`config.mk`:
```
export PLATFORM = sky130hd
export DESIGN_NAME = deal_sequencer
export DESIGN_NICKNAME = d
export VERILOG_FILES = /design/src/rtl/baccarat_pkg.sv /design/src/rtl/deal_sequencer_banker_rule.sv /design/src/rtl/deal_sequencer.sv
export SDC_FILE = /design/constraint.sdc
export NUM_CORES = 1
export LEC_CHECK = 0
export ABC_CLOCK_PERIOD_IN_PS = 2200
export CORE_MARGIN = 2
export CORE_UTILIZATION = 43
export DETAILED_ROUTE_END_ITERATION = 10
export GPL_ROUTABILITY_DRIVEN = 0
export HOLD_SLACK_MARGIN = 0.02
export PLACE_DENSITY = 0.84
export RECOVER_POWER = 50
export REMOVE_ABC_BUFFERS = 1
export SLEW_MARGIN = 0
export SYNTH_ARGS = -nofsm -noshare
export SYNTH_HDL_FRONTEND = slang
export SYNTH_HIERARCHICAL = 1
export SYNTH_SLANG_ARGS = --single-unit
```
`constraint.sdc`:
```
create_clock -name slow_clock -period 2.2 [get_ports slow_clock]
set_input_delay 0.55 -clock slow_clock [delete_from_list [all_inputs] [get_ports slow_clock]]
set_output_delay 0.55 -clock slow_clock [all_outputs]
set_load 0.05 [all_outputs]
```
`src/rtl/baccarat_pkg.sv`:
```
// rtl/baccarat_pkg.sv - shared states, score thresholds and card-value helper for the baccarat dealer
package baccarat_pkg;

    typedef enum logic [3:0] {
        S_P1,
        S_D1,
        S_P2,
        S_D2,
        S_DECIDE,
        S_P3,
        S_BANK,
        S_D3,
        S_RESULT,
        S_DONE
    } deal_state_e;

    localparam logic [3:0] SCORE_NATURAL = 4'd8;
    localparam logic [3:0] PLAYER_STAND  = 4'd6;
    localparam logic [3:0] FACE_MIN      = 4'd10;

    // Tens and face cards count as zero; rank 0 (no card) is already zero.
    function automatic logic [3:0] card_value(input logic [3:0] rank);
        return (rank >= FACE_MIN) ? 4'd0 : rank;
    endfunction

endpackage

```
`src/rtl/deal_sequencer_banker_rule.sv`:
```
// rtl/deal_sequencer_banker_rule.sv - banker third-card draw table
module banker_rule
    import baccarat_pkg::*;
(
    input  logic [3:0] dscore,
    input  logic [3:0] pcard3,
    output logic       draw
);

    logic [3:0] v;

    assign v = card_value(pcard3);

    always_comb begin
        draw = 1'b0;
        case (dscore)
            4'd0, 4'd1, 4'd2: draw = 1'b1;
            4'd3:             draw = (v != 4'd8);
            4'd4:             draw = (v >= 4'd2) && (v <= 4'd7);
            4'd5:             draw = (v >= 4'd4) && (v <= 4'd7);
            4'd6:             draw = (v >= 4'd6) && (v <= 4'd7);
            default:          draw = 1'b0;
        endcase
    end

endmodule

```
`src/rtl/deal_sequencer.sv`:
```
// rtl/deal_sequencer.sv - baccarat deal FSM: card load strobes, third-card decisions, result lights
module deal_sequencer
    import baccarat_pkg::*;
(
    input  logic       slow_clock,
    input  logic       resetb,
    input  logic       step,
    input  logic [3:0] pscore,
    input  logic [3:0] dscore,
    input  logic [3:0] pcard3,
    output logic       load_pcard1,
    output logic       load_pcard2,
    output logic       load_pcard3,
    output logic       load_dcard1,
    output logic       load_dcard2,
    output logic       load_dcard3,
    output logic       player_win_light,
    output logic       dealer_win_light
);

    deal_state_e state_q, state_d;
    logic        player_light_q, player_light_d;
    logic        dealer_light_q, dealer_light_d;
    logic        bank_draw;
    logic        natural;

    banker_rule u_banker_rule (
        .dscore (dscore),
        .pcard3 (pcard3),
        .draw   (bank_draw)
    );

    assign natural          = (pscore >= SCORE_NATURAL) || (dscore >= SCORE_NATURAL);
    assign player_win_light = player_light_q;
    assign dealer_win_light = dealer_light_q;

    always_ff @(posedge slow_clock or negedge resetb) begin
        if (!resetb) begin
            state_q        <= S_P1;
            player_light_q <= 1'b0;
            dealer_light_q <= 1'b0;
        end else begin
            state_q        <= state_d;
            player_light_q <= player_light_d;
            dealer_light_q <= dealer_light_d;
        end
    end

    always_comb begin
        state_d        = state_q;
        player_light_d = player_light_q;
        dealer_light_d = dealer_light_q;
        if (step) begin
            case (state_q)
                S_P1:     state_d = S_D1;
                S_D1:     state_d = S_P2;
                S_P2:     state_d = S_D2;
                S_D2:     state_d = S_DECIDE;
                S_DECIDE: begin
                    if (natural)                    state_d = S_RESULT;
                    else if (pscore < PLAYER_STAND) state_d = S_P3;
                    else if (dscore < PLAYER_STAND) state_d = S_D3;
                    else                            state_d = S_RESULT;
                end
                S_P3:     state_d = S_BANK;
                S_BANK:   state_d = bank_draw ? S_D3 : S_RESULT;
                S_D3:     state_d = S_RESULT;
                S_RESULT: begin
                    // A tie lights both lamps.
                    player_light_d = (pscore >= dscore);
                    dealer_light_d = (dscore >= pscore);
                    state_d        = S_DONE;
                end
                S_DONE:   state_d = S_DONE;
                default:  state_d = S_P1;
            endcase
        end
    end

    // Strobes are gated by resetb so none escape while reset is held.
    always_comb begin
        load_pcard1 = 1'b0;
        load_pcard2 = 1'b0;
        load_pcard3 = 1'b0;
        load_dcard1 = 1'b0;
        load_dcard2 = 1'b0;
        load_dcard3 = 1'b0;
        if (step && resetb) begin
            case (state_q)
                S_P1:    load_pcard1 = 1'b1;
                S_D1:    load_dcard1 = 1'b1;
                S_P2:    load_pcard2 = 1'b1;
                S_D2:    load_dcard2 = 1'b1;
                S_P3:    load_pcard3 = 1'b1;
                S_D3:    load_dcard3 = 1'b1;
                default: ;
            endcase
        end
    end

endmodule

```
==> metrics <==
worst hold path type=in2async; CTS root buffer=clkbuf_4; crit path launch type=primary input; die extent in x=approximately 42 um; Hold Fails Final Rpt=0; initial antenna violation count=0; CTS Hold Bufs=0; #FFs+latches synth=6; gr busiest metal=met2; Final Power=0.0008818 W; Initial Util=46.72%; crit-path max cell delay=0.46 ns; FMAX=between 0.5 and 0.6 GHz; Slew @ Worst Pin=0.4957 ns; clock sink count=6; Total GRT Usage=21.30%; RSZ-0062 raised after global routing=false; crit end category=flip-flop; dpl ws=-0.04844 ns; met3 Usage GRT=4.310%; htree depth=1; # Max-Cap Violations=0; Synth Flop Type=dfrtp_1; DIE HEIGHT=42.07 um; core area=1334 um2; setup TNS=0 ns; DR iter-0 viols=10; outcome=finished, final reports clean; layout net count=between 100 and 150; dpl cells=121; total wire length=1.716 mm; grt met2 use=between 40% and 50%; I/O Buffers=22; crit-path cells=clkdlybuf4s50_1, and4bb_1, a21oi_1, o21a_1, nand3b_1, o21ai_0, a22oi_1, o311ai_0; Tmin final=1.996 ns; critical path class=in2reg; FP Rows=13; drt first pass iters=4; FFs w/ async S/R, synth=between 90% and 100%; pwr dens=~900 nW/um2; slowest stage cell, crit path=clkdlybuf4s50_1; CTS Buf Count=3; Post-synth EDFFs=0; Lkg Pwr=0.4374 nW; Avg Synthesized Cell Area=7.789 um2; final cell count without fillers=approximately 120; setup ws final=around 0.20 ns; Routed Antenna Nets=0; die area=1769 um2; mapped cell area=623.1 um2; DR vias=704; Core Util, Final=between 70% and 80%; CTS max path bufs=2; Netlist cell types=32; required time worst endpoint=between 2 and 2.5 ns; # setup viols final=0; Slew HR=66.85%; clk slew on worst S/H paths=~0.05 ns; largest net degree at the start of global routing=12; final period utilization=90.71%; clk_skew=0.002929 ns; first-pass GRT wire length=between 2 and 3 mm; ANT cells=0; vias in the first global route=717; layout cells sized above 1=19.27%; Final Max Tran Viols=0; I/O Pins=23; met1 Use GR=22.37%; Remaining Overflow, GRT=0; Synth Instances=80; CP max FO=4; vias per cell=5.677; DR DRC count=0; Buf+Inv Stages, Crit Path=1; P&R area growth vs syn=57.63%; WP data arrival=between 2 and 2.5 ns; Skew-Pair Late Insertion Delay=0.24 ns; WL per Instance=13.84 um; CTS tree=yes; register area share after synthesis=24.10%; HPWL Detailed=roughly 1.4 mm; maximum VDD drop=between 0.6 and 0.7 mV; CP top delay family=compound AO/OA/AOI/OAI gates; Yosys warning count=6
-- synthesized netlist by cell type (2+ instances only) --
| cell | instances | area share, % |
|---|---|---|
| a21oi_1 | 6 | 4.8 |
| clkbuf_1 | 2 | 1.2 |
| dfrtp_1 | 6 | 24 |
| ha_1 | 4 | 8.0 |
| inv_1 | 10 | 6.0 |
| nand2_1 | 9 | 5.4 |
| nand3b_1 | 2 | 2.4 |
| nand4_1 | 2 | 2.0 |
| nor2_1 | 7 | 4.2 |
| o21a_1 | 2 | 2.4 |
| o21ai_0 | 7 | 5.6 |
| o22a_1 | 2 | 2.8 |
| or4b_4 | 2 | 4.4 |
-- stage by stage --
step | instance area [um2] | hold WS [ns]
3_5_place_dp | 955.9 | 0.5067
5_1_grt | 982.2 | 0.5560
3_3_place_gp | 955.9 | 0.5029
6_report | 982.2 | 0.5119
2_1_floorplan | 604.3 | 0.2544
4_1_cts | 983.4 | 0.5363
-- layout make-up --
type	count	area [um2]
multi-input combinational	61	421.7
fill	117	351.6
timing repair buffer	29	331.6
sequential	6	150.1
inverter	10	37.54
clock buffer	3	22.52
tap	15	18.77
-- logic make-up (layout without fill, tap and decap cells) --
| logic type | Yosys count | after routing | synth area share (%) |
|---|---|---|---|
| AO/OA/AOI/OAI | 25 | 25 | 26.11 |
| adder cells (fa/ha/maj) | 4 | 4 | 8.032 |
| buffers and inverters | 13 | 42 | 9.037 |
| flip-flops | 6 | 6 | 24.10 |
| AND/OR/NAND/NOR | 32 | 32 | 32.73 |
-- where the power goes --
part / leakage (nW) / switching (W) / internal, W / total, W
combinational: 0.349 / 0.000311 / 0.000246 / 0.000557
sequential: 0.0744 / 0.0000609 / 0.000163 / 0.000223
clock: 0.0138 / 0.0000395 / 0.0000617 / 0.000101
-- worst reg2reg max path, cell delays in order, from the launching register on --
cell     delay [ns]
dfrtp_1        0.46
or4b_4         0.57
or4b_4         0.50
a31o_1         0.23
o21ai_2        0.05
-- cells in the final DEF, fill, tap and decap left out, types with 2 or more instances in the layout --
master           instances
clkdlybuf4s50_1         13
inv_1                   10
nand2_1                  9
nor2_1                   7
o21ai_0                  7
a21oi_1                  6
dfrtp_1                  6
buf_12                   6
buf_4                    6
ha_1                     4
clkbuf_4                 3
nand4_1                  2
o21a_1                   2
o22a_1                   2
nand3b_1                 2
or4b_4                   2
-- worst paths after layout --
kind,start,depth (start not counted),slack (ns),end
worst max-delay path,pcard3[3],8,0.20,state_q[2]
worst min-delay path,resetb,2,0.51,state_q[2]
worst max register to register,state_q[0],4,0.32,state_q[0]
worst min register to register,dealer_win_light,1,0.52,dealer_win_light
max in group asynchronous,resetb,2,1.44,dealer_win_light
min in group slow_clock,dealer_win_light,1,0.52,dealer_win_light
-- per-layer routing --
layer	vias up	share of wire, %	wire length (um)
met5	-	0	0
met4	0	3.3	56
li1	348	-	-
met3	6	5.2	90
met1	322	40	685
met2	28	52	884
-- repair_timing --
item	in CTS	in global routing
gates resized for setup	1	2
pin swaps	0	1
buffers inserted	0	0
endpoints found under the setup margin	1	1
-- state kept, by name, indices dropped and copies added, names as in the netlist --
name	count
state_q	4
player_win_light	1
dealer_win_light	1
(Power assumes the default switching activity.)
